==> src/rtl/seq_stream_unpacker_if.sv <==
// FIFO-pop and slice-stream signals of the sequential-reader unpacker.
// The master side is the unpacker; the slave side is the FIFO plus the downstream consumer.
interface seq_stream_unpacker_if #(
  parameter int OUT_W = 32
) ();
  logic             rd_en;
  logic [127:0]     dout;
  logic             fifo_empty;
  logic             out_valid;
  logic             out_ready;
  logic [OUT_W-1:0] out_data;
  logic             out_last;

  modport master (
    output rd_en, out_valid, out_data, out_last,
    input  dout, fifo_empty, out_ready
  );

  modport slave (
    input  rd_en, out_valid, out_data, out_last,
    output dout, fifo_empty, out_ready
  );
endinterface

==> src/rtl/seq_stream_unpacker.sv <==
// Frame sequencer and 128-bit-to-OUT_W unpacker behind the DDR2 sequential reader's FIFO:
// rewind the reader, flush stale FIFO words, then stream one frame of slices LSB first.
module seq_stream_unpacker #(
  parameter int          OUT_W       = 32,
  parameter logic [31:0] FRAME_WORDS = 32'd65536,
  parameter logic [7:0]  BOTTOM_HOLD = 8'd8,
  parameter logic [7:0]  FLUSH_IDLE  = 8'd32
) (
  input  logic                  rd_clk,
  input  logic                  RST,
  input  logic                  frame_go,
  input  logic                  abort,
  output logic                  start,
  output logic                  bottom,
  output logic                  busy,
  output logic                  frame_done,
  seq_stream_unpacker_if.master bus
);

  localparam int NSL = 128 / OUT_W;
  localparam int SW  = (NSL > 1) ? $clog2(NSL) : 1;
  localparam logic [SW-1:0] TOP = SW'(NSL - 1);

  typedef enum logic [1:0] {S_IDLE, S_REWIND, S_FLUSH, S_RUN} state_t;

  state_t          state_q, state_d;
  logic [7:0]      hold_q, hold_d;
  logic [7:0]      idle_q, idle_d;
  logic [127:0]    ent0_q, ent0_d;
  logic [127:0]    ent1_q, ent1_d;
  logic [1:0]      occ_q, occ_d;
  logic            infl_q, infl_d;
  logic [SW-1:0]   slc_q, slc_d;
  logic [31:0]     req_q, req_d;
  logic [31:0]     word_q, word_d;
  logic            start_q, start_d;
  logic            bottom_q, bottom_d;
  logic            done_q, done_d;

  logic             out_valid, out_last, top, hs, free, last_hs, rd_en, clear;
  logic [OUT_W-1:0] out_data;

  // Head entry drives the stream directly; out_last flags the top slice of the last word.
  always_comb begin
    out_valid = (occ_q != 2'd0);
    top       = (slc_q == TOP);
    out_data  = ent0_q[int'(slc_q)*OUT_W +: OUT_W];
    out_last  = out_valid && (word_q == FRAME_WORDS - 32'd1) && top;
    hs        = out_valid && bus.out_ready;
    free      = hs && top;
    last_hs   = hs && out_last;
  end

  // Pops are suppressed on abort/frame_go so nothing new is in flight across a restart.
  always_comb begin
    rd_en = 1'b0;
    if (!abort && !frame_go && !bus.fifo_empty) begin
      unique case (state_q)
        S_FLUSH: rd_en = 1'b1;
        S_RUN:   rd_en = (({1'b0, occ_q} + {2'b00, infl_q}) < 3'd2) && (req_q < FRAME_WORDS);
        default: rd_en = 1'b0;
      endcase
    end
  end

  always_comb begin
    state_d = state_q;
    hold_d  = hold_q;
    idle_d  = idle_q;
    ent0_d  = ent0_q;
    ent1_d  = ent1_q;
    occ_d   = occ_q;
    slc_d   = slc_q;
    req_d   = req_q;
    word_d  = word_q;
    done_d  = 1'b0;
    clear   = 1'b0;
    infl_d  = rd_en && (state_q == S_RUN);

    if (hs) slc_d = top ? '0 : slc_q + SW'(1);
    if (free) begin
      ent0_d = ent1_q;
      occ_d  = occ_q - 2'd1;
      if (word_q < FRAME_WORDS) word_d = word_q + 32'd1;
    end
    // Landing goes behind whatever survives this cycle's free.
    if (infl_q) begin
      if (occ_d == 2'd0) ent0_d = bus.dout;
      else               ent1_d = bus.dout;
      occ_d = occ_d + 2'd1;
    end
    if (infl_d && (req_q < FRAME_WORDS)) req_d = req_q + 32'd1;

    if (abort) begin
      state_d = S_IDLE;
      clear   = 1'b1;
    end else if (frame_go) begin
      state_d = S_REWIND;
      hold_d  = 8'd0;
      clear   = 1'b1;
    end else begin
      unique case (state_q)
        S_IDLE: ;
        S_REWIND: begin
          if (hold_q + 8'd1 >= BOTTOM_HOLD) begin
            state_d = S_FLUSH;
            idle_d  = 8'd0;
          end else begin
            hold_d = hold_q + 8'd1;
          end
        end
        S_FLUSH: begin
          idle_d = bus.fifo_empty ? idle_q + 8'd1 : 8'd0;
          if (bus.fifo_empty && (idle_q + 8'd1 >= FLUSH_IDLE)) begin
            state_d = S_RUN;
            clear   = 1'b1;
          end
        end
        S_RUN: begin
          if (last_hs) begin
            state_d = S_IDLE;
            done_d  = 1'b1;
          end
        end
        default: state_d = S_IDLE;
      endcase
    end

    // A landing word that arrives with a clear is an orphan of the old frame and is dropped.
    if (clear) begin
      occ_d  = 2'd0;
      slc_d  = '0;
      infl_d = 1'b0;
      req_d  = 32'd0;
      word_d = 32'd0;
    end

    start_d  = (state_d == S_RUN);
    bottom_d = (state_d == S_REWIND);
  end

  always_ff @(posedge rd_clk or posedge RST) begin
    if (RST) begin
      state_q  <= S_IDLE;
      hold_q   <= 8'd0;
      idle_q   <= 8'd0;
      ent0_q   <= '0;
      ent1_q   <= '0;
      occ_q    <= 2'd0;
      infl_q   <= 1'b0;
      slc_q    <= '0;
      req_q    <= 32'd0;
      word_q   <= 32'd0;
      start_q  <= 1'b0;
      bottom_q <= 1'b0;
      done_q   <= 1'b0;
    end else begin
      state_q  <= state_d;
      hold_q   <= hold_d;
      idle_q   <= idle_d;
      ent0_q   <= ent0_d;
      ent1_q   <= ent1_d;
      occ_q    <= occ_d;
      infl_q   <= infl_d;
      slc_q    <= slc_d;
      req_q    <= req_d;
      word_q   <= word_d;
      start_q  <= start_d;
      bottom_q <= bottom_d;
      done_q   <= done_d;
    end
  end

  assign start         = start_q;
  assign bottom        = bottom_q;
  assign busy          = (state_q != S_IDLE);
  assign frame_done    = done_q;
  assign bus.rd_en     = rd_en;
  assign bus.out_valid = out_valid;
  assign bus.out_data  = out_data;
  assign bus.out_last  = out_last;

endmodule

==> src/flat_wrapper.sv <==
// flat-port wrapper written by rule: the top's interface ports become plain ports
module seq_stream_unpacker_flat 
#(
  parameter int          OUT_W       = 32,
  parameter logic [31:0] FRAME_WORDS = 32'd65536,
  parameter logic [7:0]  BOTTOM_HOLD = 8'd8,
  parameter logic [7:0]  FLUSH_IDLE  = 8'd32
)
  (rd_clk, RST, frame_go, abort, start, bottom, busy, frame_done, bus_rd_en, bus_out_valid, bus_out_data, bus_out_last, bus_dout, bus_fifo_empty, bus_out_ready);
  seq_stream_unpacker_if #(.OUT_W(OUT_W)) bus_i ();
  input  logic rd_clk;
  input  logic RST;
  input  logic frame_go;
  input  logic abort;
  output logic start;
  output logic bottom;
  output logic busy;
  output logic frame_done;
  output wire logic [$bits(bus_i.rd_en)-1:0] bus_rd_en;
  output wire logic [$bits(bus_i.out_valid)-1:0] bus_out_valid;
  output wire logic [$bits(bus_i.out_data)-1:0] bus_out_data;
  output wire logic [$bits(bus_i.out_last)-1:0] bus_out_last;
  input wire logic [$bits(bus_i.dout)-1:0] bus_dout;
  input wire logic [$bits(bus_i.fifo_empty)-1:0] bus_fifo_empty;
  input wire logic [$bits(bus_i.out_ready)-1:0] bus_out_ready;
  assign bus_rd_en = bus_i.rd_en;
  assign bus_out_valid = bus_i.out_valid;
  assign bus_out_data = bus_i.out_data;
  assign bus_out_last = bus_i.out_last;
  assign bus_i.dout = bus_dout;
  assign bus_i.fifo_empty = bus_fifo_empty;
  assign bus_i.out_ready = bus_out_ready;
  seq_stream_unpacker #(.OUT_W(OUT_W), .FRAME_WORDS(FRAME_WORDS), .BOTTOM_HOLD(BOTTOM_HOLD), .FLUSH_IDLE(FLUSH_IDLE)) u_core (.rd_clk(rd_clk), .RST(RST), .frame_go(frame_go), .abort(abort), .start(start), .bottom(bottom), .busy(busy), .frame_done(frame_done), .bus(bus_i));
endmodule
==> config.mk <==
export PLATFORM = sky130hd
export DESIGN_NAME = seq_stream_unpacker_flat
export DESIGN_NICKNAME = d
export VERILOG_FILES = /design/src/rtl/seq_stream_unpacker_if.sv /design/src/rtl/seq_stream_unpacker.sv /design/src/flat_wrapper.sv
export SDC_FILE = /design/constraint.sdc
export NUM_CORES = 1
export LEC_CHECK = 0
export ABC_AREA = 1
export BUFFER_PORTS_ARGS = -buffer_cell sky130_fd_sc_hd__buf_2
export CAP_MARGIN = 20
export CORE_MARGIN = 4
export CORE_UTILIZATION = 35
export CTS_CLUSTER_SIZE = 20
export DETAILED_ROUTE_END_ITERATION = 6
export GPL_TIMING_DRIVEN = 0
export PLACE_DENSITY_LB_ADDON = 0.05
export SLEW_MARGIN = 20
export SYNTH_ARGS = -nofsm -noshare
export SYNTH_HDL_FRONTEND = slang
export SYNTH_SLANG_ARGS = --single-unit
==> constraint.sdc <==
create_clock -name rd_clk -period 15.85 [get_ports rd_clk]
set_input_delay 3.17 -clock rd_clk [delete_from_list [all_inputs] [get_ports rd_clk]]
set_output_delay 3.17 -clock rd_clk [all_outputs]
set_load 0.05 [all_outputs]
==> results.txt <==
----------------------------------------------------
[Power and ir drop]
  Total power per unit cell area ... around 100 nW/um2
  Clock network fraction of design power ... between 40% and 50%
  Part of the total power dissipated in combinational logic ... ~5.4%
  Worst vdd rail ir drop ... between 0.00006 and 0.00007 V
  Leak pwr ... 9.19 nW
  Part of the power in registers ... between 40 and 50%
  Internal power ... 1.50 mW
  Proportion of total power due to net switching ... between 20% and 30%
  Power spent charging and discharging nets ... ~0.47 mW

[Floorplan]
  Initial Utilization ... a little over a third
  Number of top-level pins ... roughly 170
  Die area ... a little under 50000 um2
  Width of the die ... ~220 um
  Y dimension of the die ... around 220 um
  Placeable core area ... between 40000 and 50000 um2
  Floorplan row count ... slightly below 80

[Routing]
  Remaining DRCs ... 0
  Count of antenna-violating nets left after detailed routing ... 0
  Routed length per instance ... 20.1 um
  Average vias per placed instance ... approximately 5
  First-pass iteration count of the detailed router ... 5
  Detailed router's first-iteration violation count ... 1031
  Vias after detailed routing ... about 13000
  Post-Route WL ... roughly 53000 um

[GRT]
  Largest net degree at the start of global routing ... 97
  Met2 Use GR ... 34.6%
  Top Usage Layer GRT ... met2
  Via count of the first global-routing pass ... roughly 13000
  Met3 Usage GRT ... under 10%
  Gr usage total ... between 20% and 30%
  Wire length of the first global-routing pass ... 81500 um
  Initial antenna violation count ... 4
  M1 GR Usage ... between 20% and 30%
  Overall overflow remaining after global route ... 0

[Setup path]
  Startpoint of the most critical register-to-register path ... u_core.occ_q[0]$_DFF_PP0_
  Logic depth of the worst register-to-register path ... 14
  Worst Setup Path Type ... input port to primary output
  Arrival time worst endpoint ... 4.15 ns
  Worst setup path start ... abort
  Critical Path Sink ... bus_rd_en
  Startpoint type of the worst setup path ... input port
  Largest stage delay on the critical path ... 0.25 ns
  Reg2Reg Setup Slack ... 11.96 ns
  CP Depth ... 7
  Critical path required time ... 12.68 ns
  Type of destination of the critical path ... primary output
  Critical-path top delay cell ... buf_2
  End of the worst register-to-register path ... u_core.ent1_q[15]$_DFFE_PP0P_
  Critical path fanouts, max ... 4
  Total buffers and inverters traversed by the critical path ... 4
  Worst path top cell family by delay ... buffers and inverters
  Ordered list of cells on the worst path ... buf_2, nor2_2, inv_1, nor2_1, nand2_1, inv_1, buf_2

[Final layout]
  Multi-input gate area in the final layout ... ~6200 um2
  Final Core Density ... 42.4%
  Fin cells ... 2639
  Layout net count ... roughly 2200
  Fraction of layout cells with a size suffix above 1 ... 18.3%
  FF/Latch Area ... 8660 um2
  Filler Cells Inserted ... 4590
  Signed area change from the synthesized netlist to the final layout ... 18.7%

[Synthesis]
  Sequential element share of the synthesized area ... between 50% and 60%
  Top-area cell type share of the netlist area ... 54.5%
  Cells after Synth ... roughly 1800
  EDFF count, synth ... 0
  Share of flip-flops with an asynchronous set or reset after synthesis ... 100%
  Cell type with the highest aggregate area in the netlist ... dfrtp_1
  Most used flip-flop cell after synthesis ... dfrtp_1
  Syn Std Cell Area ... 15900 um2
  Synthesized netlist net count ... between 1500 and 2000
  Number of distinct library cells after synthesis ... between 40 and 50
  Average cell area after synthesis ... between 8 and 9 um2
  Number of synthesized register bits ... approximately 350
  Synthesis Warnings ... 0
  Area contributors post-synth ... dfrtp_1 55%, nand2_1 8.2%, nor2_1 6.8%, o21ai_0 5.4%, mux2_2 4.9%
  Most used standard cells in the synthesized netlist ... 346 x dfrtp_1, 346 x nand2_1, 286 x nor2_1

[Placement]
  Final RePlAce weighted congestion ... roughly 0.87
  HPWL reported at the end of detailed placement ... a little under 40000 um
  Placed Cells incl. Taps ... roughly 2600
  Quantity of I/O buffers inserted on ports ... between 150 and 200
  Post-Place Worst Slack ... roughly 8.5 ns

[STA]
  Relative slew slack ... 48.3%
  Unrepaired setup endpoints after global routing ... no
  Count of endpoints failing setup in the final report ... 0
  Number of endpoints with negative hold slack in the final report ... 0
  Min Clock Period, post-route ... between 7 and 8 ns
  Worst clock skew on the final layout ... around 0.014 ns
  Setup slack of the critical path after layout ... roughly 8.5 ns
  Slew of the pin with the lowest slew margin ... approximately 0.77 ns
  Max Slew Vio Count ... 0
  Total Neg Setup Slack ... 0 ns
  Final worst-path cycle share ... roughly 46%
  Highest achievable clock rate ... roughly 0.14 GHz

[Outcome]
  Result of the run ... finished, final reports clean

[Run]
  Number of max-capacitance violations reported ... 0

[CTS]
  CTS root buf ... clkbuf_16
  Max Buffers Root-to-Sink ... 3
  Cts-stage hold buffer count ... 0
  Postcts setup bufs ... 0
  Source-to-sink clock delay at the later pin of the worst-skew pair ... about 0.55 ns
  CTS tree ... yes
  Number of clock buffers inserted by TritonCTS ... 41
  Clock input transition at the sequential cells of the worst setup and hold paths ... 0.06 ns
  CTS sink cnt ... roughly 350
  Gates resized, CTS repair ... 0
  H-tree lvl count ... 2

[Worst hold path]
  Hold crit path type ... register to register

----------------------------------------------------
==> routing by layer <==
layer	vias up	part of all wire, %
li1	6395	-
met1	6553	46
met2	346	46
met3	83	4.8
met4	4	2.8
met5	-	0.034
==> worst min-delay path, stage by stage, from the launching register on <==
cell and delay, ns:
dfrtp_1 0.34, nand2_1 0.05, o21ai_0 0.06
==> cells by family after synthesis <==
logic type	after synthesis	share of synthesized area, %
AND/OR/NAND/NOR	750	19.5
XOR/XNOR	22	1.21
multiplexers	69	4.89
buffers and inverters	256	6.70
flip-flops	346	54.5
AO/OA/AOI/OAI	352	12.6
adder cells (fa/ha/maj)	8	0.630
==> flip-flops by register name, summed over array words and instances (netlist names) <==
signal             cells
u_core.req_q          32
u_core.hold_q          8
u_core.slc_q           2
u_core.bottom          1
u_core.word_q         32
u_core.ent1_q        128
u_core.idle_q          8
u_core.infl_q          1
u_core.occ_q           2
u_core.frame_done      1
u_core.ent0_q        128
u_core.state_q         2
u_core.start           1
==> cell usage in the layout, fill, tap and decap left out, types with 67 or more instances in the layout <==
master and count:
a31oi_1 87, buf_2 207, clkbuf_1 67, dfrtp_1 346, inv_1 145, mux2_2 69, nand2_1 346, nor2_1 286
o21ai_0 171, o22ai_1 73
==> worst min-delay path by stage <==
stage	start	end	slack [ns]	cells past startpoint
6_report	u_core.ent1_q[116]$_DFFE_PP0P_	u_core.ent1_q[116]$_DFFE_PP0P_	0.49	2
5_1_grt	u_core.ent1_q[10]$_DFFE_PP0P_	u_core.ent1_q[10]$_DFFE_PP0P_	0.51	2
4_1_cts	u_core.ent1_q[86]$_DFFE_PP0P_	u_core.ent1_q[86]$_DFFE_PP0P_	0.49	2
3_5_place_dp	u_core.ent1_q[86]$_DFFE_PP0P_	u_core.ent1_q[86]$_DFFE_PP0P_	0.47	2
3_3_place_gp	u_core.ent1_q[114]$_DFFE_PP0P_	u_core.ent1_q[114]$_DFFE_PP0P_	0.47	2
2_1_floorplan	u_core.hold_q[5]$_DFFE_PP0P_	u_core.hold_q[5]$_DFFE_PP0P_	0.45	2
==> power by group through the flow <==
stage | clock, mW | sequential, mW | combinational, mW
2_1_floorplan | 0 | 0.939 | 0.0606
3_3_place_gp | 0 | 0.944 | 0.104
6_report | 0.931 | 0.928 | 0.106
5_1_grt | 0.991 | 0.931 | 0.119
4_1_cts | 0.959 | 0.928 | 0.108
3_5_place_dp | 0 | 0.944 | 0.108
==> area by class of cell <==
type	instances	area share (%)
Timing Repair Buffer	175	5.00
Sequential cell	346	45.9
Buffer	107	2.66
Clock inverter	15	0.956
Tap cell	592	3.93
Antenna cell	1	0.0133
Inverter	149	3.02
Clock buffer	53	5.84
Multi-Input combinational cell	1201	32.7
==> per-stage QoR <==
stage	hold slack (ns)	cell area (um2)	total power, mW
floorplan	0.452	15900	0.999
detailed placement	0.473	17600	1.05
global route	0.505	18900	2.04
finish	0.488	18900	1.97
global placement	0.468	17500	1.05
CTS	0.488	18900	1.99
(Power assumes the default switching activity.)
